==> config.mk <==
export PLATFORM = sky130hd
export DESIGN_NAME = p2s_stream
export DESIGN_NICKNAME = d
export VERILOG_FILES = /design/src/rtl/p2s_stream.sv
export SDC_FILE = /design/constraint.sdc
export NUM_CORES = 1
export LEC_CHECK = 0
export ABC_AREA = 1
export CAP_MARGIN = 10
export CORE_MARGIN = 2
export CORE_UTILIZATION = 52
export DETAILED_ROUTE_END_ITERATION = 6
export PLACE_DENSITY_LB_ADDON = 0.08
export RECOVER_POWER = 100
export SLEW_MARGIN = 20
export SYNTH_ARGS = -nofsm -noshare
export SYNTH_HDL_FRONTEND = slang
export SYNTH_SLANG_ARGS = --single-unit
==> constraint.sdc <==
create_clock -name clk -period 1.7 [get_ports clk]
set_input_delay 0.255 -clock clk [delete_from_list [all_inputs] [get_ports clk]]
set_output_delay 0.255 -clock clk [all_outputs]
set_load 0.01 [all_outputs]
==> src/rtl/p2s_stream.sv <==
// Parallel-to-serial converter: N-bit words in, W-bit beats out, valid/ready on both
// sides, with a one-word holding register so consecutive words stream with no gap.
module p2s_stream #(
    parameter int N         = 8,
    parameter int W         = 1,
    parameter bit LSB_FIRST = 1'b1
) (
    input  logic         clk,
    input  logic         rstn,
    input  logic         par_valid,
    output logic         par_ready,
    input  logic [N-1:0] par_data,
    input  logic         ser_ready,
    output logic         ser_valid,
    output logic [W-1:0] ser_data,
    output logic         ser_last
);
    localparam int            BEATS    = N / W;
    localparam int            CW       = (BEATS > 1) ? $clog2(BEATS) : 1;
    localparam logic [CW-1:0] LAST_CNT = CW'(BEATS - 1);

    if (N < 1 || W < 1 || (N % W) != 0) begin : g_bad_param
        $error("p2s_stream: N must be a positive multiple of W");
    end

    // Encoding is {sh_valid, hold_valid}; the hold slot only fills behind a busy shifter.
    typedef enum logic [1:0] {
        ST_EMPTY = 2'b00,
        ST_SHIFT = 2'b10,
        ST_FULL  = 2'b11
    } state_t;

    state_t        state_q, state_d;
    logic [N-1:0]  sh_q, sh_d;
    logic [N-1:0]  hold_q, hold_d;
    logic [CW-1:0] count_q, count_d;

    logic sh_valid, hold_valid;
    logic par_fire, ser_fire, last_fire, slot_open;

    assign sh_valid   = state_q[1];
    assign hold_valid = state_q[0];

    assign par_ready = !hold_valid;
    assign ser_valid = sh_valid;
    assign ser_last  = sh_valid && (count_q == LAST_CNT);

    assign par_fire  = par_valid && par_ready;
    assign ser_fire  = ser_valid && ser_ready;
    assign last_fire = ser_fire && ser_last;
    assign slot_open = !sh_valid || last_fire;

    // Beats are picked by index rather than shifted, so the register stays put under backpressure.
    logic [W-1:0] beat [BEATS];
    for (genvar k = 0; k < BEATS; k++) begin : g_beat
        assign beat[k] = LSB_FIRST ? sh_q[k*W +: W] : sh_q[N-1-k*W -: W];
    end

    if (BEATS == 1) begin : g_single
        assign ser_data = beat[0];
    end else begin : g_multi
        assign ser_data = beat[count_q];
    end

    always_comb begin
        // NOTE: every variable driven here gets a default first, so no path can infer a latch.
        state_d = state_q;
        sh_d    = sh_q;
        hold_d  = hold_q;
        count_d = count_q;
        if (slot_open) begin
            count_d = '0;
            if (hold_valid) begin
                sh_d    = hold_q;
                state_d = ST_SHIFT;
            end else if (par_fire) begin
                sh_d    = par_data;
                state_d = ST_SHIFT;
            end else begin
                state_d = ST_EMPTY;
            end
        end else begin
            if (ser_fire) begin
                count_d = count_q + 1'b1;
            end
            if (par_fire) begin
                hold_d  = par_data;
                state_d = ST_FULL;
            end
        end
    end

    // NOTE: data registers are reset as well, so ser_data reads zero straight out of reset.
    always_ff @(posedge clk or negedge rstn) begin
        if (!rstn) begin
            state_q <= ST_EMPTY;
            sh_q    <= '0;
            hold_q  <= '0;
            count_q <= '0;
        end else begin
            state_q <= state_d;
            sh_q    <= sh_d;
            hold_q  <= hold_d;
            count_q <= count_d;
        end
    end

endmodule
# Yosys cells after proc, flatten, opt, wreduce, memory -nomap -nowiden
# Cells that the tools add are included.
totals:
  inputBits: 12
  elab_cells: 32
  register_bits: 21
classes:
  n_mux: 11
  add_sub_neg: 1
  n_bitwise: 2
  eq_ne: 1
  order_cmp: 1
  reduce_logical: 12
op_table:
  columns: ["operator", "n"]
  rows:
  - ["$mux W8", 2]
  - ["$mux W2", 4]
  - ["$mux W3", 2]
  - ["$reduce_bool A2 Y1", 3]
  - ["$ge A4 B4 Y1 const B", 1]
  - ["$logic_and A1 B1 Y1", 4]
  - ["$not A3 Y4", 1]
  - ["$reduce_and A2 Y1", 2]
  - ["$add A3 B1 Y3 const B", 1]
  - ["$bmux W1 S3", 1]
  - ["$eq A3 B3 Y1 const B", 1]
  - ["$logic_not A1 Y1", 2]
  - ["$mux W1", 2]
  - ["$logic_or A1 B1 Y1", 1]
  - ["$not A1 Y1", 1]

# Logic depth before layout (Yosys ltp)
depth:
  depth_word: 6
  depth_mapped: 8

# Worst setup path before layout
# OpenSTA, ideal clock, no wires.
synth_timing:
  path_kind: "reg-to-reg"
  start: "reg count_q[0]"
  end: "reg sh_q[3]"
  setup_time_ns: 0.123
  t_required_ns: 1.577
  arrival_ns: 1.331
  synth_period_minus_slack_ns: 1.455
  path_stages_with_launch: 8
  slack_ns: 0.245
  path_buffers: 1
  cell_sequence: "dfrtp_1 -> ha_1 -> ha_1 -> nand2_2 -> nand2_4 -> o21ai_2 -> buf_6 -> o21ai_2"
synth_via:
  elab_chain_len: 5
synth_rtl:
  columns: ["item", "line_no", "rtl"]
  rows:
  - ["start, declared", "36", "logic [CW-1:0] count_q, count_d;"]
  - ["start signal, assigned", "104", "count_q <= count_d;"]
  - ["$eq A3 B3 Y1", "46", "assign ser_last = sh_valid && (count_q == LAST_CNT);"]
  - ["$logic_and A1 B1 Y1", "46", null]
  - ["$logic_and A1 B1 Y1", "50", "assign last_fire = ser_fire && ser_last;"]
  - ["$logic_or A1 B1 Y1", "51", "assign slot_open = !sh_valid || last_fire;"]
  - ["$reduce_and A2 Y1 (no line)", null, null]
  - ["end signal, assigned", "97", "sh_q <= '0;"]
  - ["end signal, assigned", "102", "sh_q <= sh_d;"]
  - ["end, declared", "34", "logic [N-1:0] sh_q, sh_d;"]
# No other way between the ends.
# A chain may end at the register's enable or synchronous reset.

# Worst setup path in the final report
layout_timing:
  start: "reg count_q[0]"
  end: "out ser_data"
layout_via:
  elab_chain_len: 4
layout_rtl:
  columns: ["item", "line_no", "rtl"]
  rows:
  - ["$not A3 Y4 (implied by the code)", "62", "assign ser_data = beat[count_q];"]
  - ["$bmux W1 S3", "62", null]
  - ["$mux W1 (implied by the code) (2 in a row)", "62", null]
  - ["end, declared", "15", "output logic [W-1:0] ser_data,"]
# No other way between the ends. The select of a mux whose other input is x is not followed.

==> impl_metrics.ini <==
[outcome]
status = complete, no violations

[route]
drtIter0Drc = 13
wire_per_inst_um = 10.7
wl_mm = 1.91
ant_nets = 0
vias = 853
detail_route.drc_violations = 0
vias_per_cell = 4.79
drt_first_pass_iters = 4

[sta]
finalCritPeriodShare_pct = 94.7
fin_crit_ps = 1610
hold_viol = 0
tns_ps = 0
max_freq_mhz = 621
skew_ps = 3.57
slew_headroom_pct = 22.9
finalMaxSlewViolations = 0
worst_slew_pin_slew_ps = 1160
rsz0062_at_grt = no
setup_viol = 0

[setup_path]
crit_buf_inv = 2
path_cells = clkbuf_2 > nand2_1 > nand3_1 > nand2_1 > nand2_1 > nand2_1 > clkbuf_2
rr_endpoint = sh_q[0]
cp_max_fo = 4
critPathLaunchType = register
crit_path_frequent_cell = nand2_1
cp_top_family = flip-flops
cp_slowest_cell = dfrtp_1
cp_slowest_stage_delay_ps = 430
reg2reg_slack_ps = 210
cp.required_ps = 1440
arrival_ps = 1350
reg2reg_depth = 7
worst-setup-path-type = register to primary output
end_kind = primary output
rr_startpoint = count_q[0]

[floorplan]
start_util_pct = 55.7
die_w_um = 50.3
std_cell_rows = 16
io_pins = 16
die_area_um2 = 2530
die_y_um = 50.3
core_region_area_um2 = 2000

[synth]
synth_cell_types = 18
ys.flop_type = dfrtp_1
yosysTopAreaCell = dfrtp_1
synthArstFlopShare_pct = 100
synth_top_area_share_pct = 47.1
synth_edf_count = 0
synth_most_common_cell = nand2_1
synthesis.area_um2 = 1110
yosys-top-cells-area = dfrtp_1 47%, nand2_1 10%, o21ai_2 8.6%
synth.cells.most_frequent = 31 x nand2_1, 21 x dfrtp_1, 18 x inv_1, 13 x o21ai_0, 11 x o21ai_2
syn_area_per_cell_um2 = 8.58
synth_seq_area_share_pct = 47.1
synthCells = 130
yosys_warnings = 0
ys_ff_latch = 21
syn_nets = 144

[layout]
diodes = 0
drive_above_1_share_pct = 15.9
regArea_um2 = 526
layout.nets = 166
multi_input_area_um2 = 445
final_util_pct = 65.3
nFillCells = 196
syn_to_final_growth_pct = 17.3

[hold_path]
holdPathStages = 2
hp-class = register to register
hold_end = sh_q[5]
min-delay-start = sh_q[5]

[clock_network]
insertion_delay_ps = 290
htreeDepth = 1
ctsLongestPathBuffers = 2
postCtsHoldBufs = 0
cts_made_buffers = 3
cts_tree = built
root_buffer = clkbuf_4
cts_sinks = 21
clkSlewWorstSetupHoldPaths_ps = 110

[power_and_ir_drop]
power.total_mw = 1.75
switchingPower_mw = 0.652
swShare_pct = 37.3
max-vdd-ir-drop_v = 0.000971
power.density_nw_per_um2 = 1340
p_comb_share_pct = 40.0
clockPowerShare_pct = 13.3
p_seq_share_pct = 46.6
p_leak_nw = 0.648
power.internal_mw = 1.10

[global_route]
antenna_found_initial = 0
grt_max_degree = 22
gr-total-overflow = 0
grt_use_total_pct = 18.5
grt_pass1_vias = 848
grt_pass1_wl_mm = 3.53

[placed_design]
gp_congestion = 0.750
dp_hpwl_mm = 1.42
numPortBuffers = 15

[run]
maxCapViolations = 0
through the flow:
stage | worst slack, ps | cells | hold slack [ps] | cell area [um^2]
after CTS | 22.5 | 178 | 283 | 1360
after floorplan | 245 | 130 | -40.6 | 1110
final | 90.5 | 178 | 494 | 1310
after global routing | 28.7 | 178 | 523 | 1310
after detailed placement | 30.5 | 173 | 475 | 1320
after global placement | 50.1 | 173 | 473 | 1320
per-layer routing:
layer  part of all wire [%]  up-vias  track usage [%]
met1                     51      386             25.4
li1                       -      453                -
met3                    2.8        2             3.57
met5                      0        -                0
met2                     45       12             29.2
met4                    1.1        0             6.76
power by group through the flow:
| stage | clock, mW | combinational [mW] | sequential [mW] |
|---|---|---|---|
| 2_1_floorplan | 0 | 0.569 | 0.815 |
| 3_3_place_gp | 0 | 0.753 | 0.832 |
| 3_5_place_dp | 0 | 0.779 | 0.835 |
| 4_1_cts | 0.247 | 0.785 | 0.821 |
| 5_1_grt | 0.264 | 0.817 | 0.849 |
| 6_report | 0.233 | 0.700 | 0.816 |
state kept, by name, summed over array words and instances, names as in the netlist:
name and flops:
hold_q 8, sh_q 8, count_q 3, state_q 2
cell usage in the layout (no fill, tap or decap):
cell type,n
inv_1,19
nor2_4,1
o21ai_0,21
nand3_1,8
or2_1,3
nand2_2,4
o21ai_2,6
a21oi_1,1
buf_4,1
clkbuf_1,2
o21ai_1,1
clkbuf_2,3
nand2_1,36
buf_12,2
nand2_4,2
ha_1,2
clkdlybuf4s50_1,12
clkbuf_4,3
clkinv_2,1
dfrtp_1,21
dlygate4sd3_1,1
inv_2,1
worst reg2reg max path, stage by stage (launching register included):
cell,delay [ps]
dfrtp_1,430
ha_1,210
ha_1,200
nand2_1,100
nand2_4,90
o21ai_2,90
buf_12,160
o21ai_0,90
cell type report:
type	instances	share of cell area (%)
timing repair buffer	20	15.0
inverter	21	6.12
clock buffer	4	2.01
tap	27	2.58
sequential	21	40.2
multi-input combinational	85	34.1
cells by family (layout without fill, tap and decap cells):
family                   after synthesis  after routing  share of synthesized area, %
adder cells (fa/ha/maj)                2              2                          2.24
AND/OR/NAND/NOR                       54             54                          23.8
buffers and inverters                 24             45                          10.1
AO/OA/AOI/OAI                         29             29                          16.7
flip-flops                            21             21                          47.1
worst max-delay path by stage:
stage,slack [ps],startpoint,cells past startpoint,end
after CTS,20,count_q[0],7,ser_data
after floorplan,250,count_q[0],7,sh_q[3]
final,90,count_q[0],7,ser_data
after global placement,50,count_q[0],5,ser_last
after global routing,30,count_q[0],5,ser_last
after detailed placement,30,count_q[0],5,ser_last
what timing repair did:
action                                  4_1_cts  5_1_grt
buffers inserted                              1        0
endpoints found under the setup margin        2        2
gates resized for setup                       6        2
No activity file was read; power rests on OpenSTA's default activity.
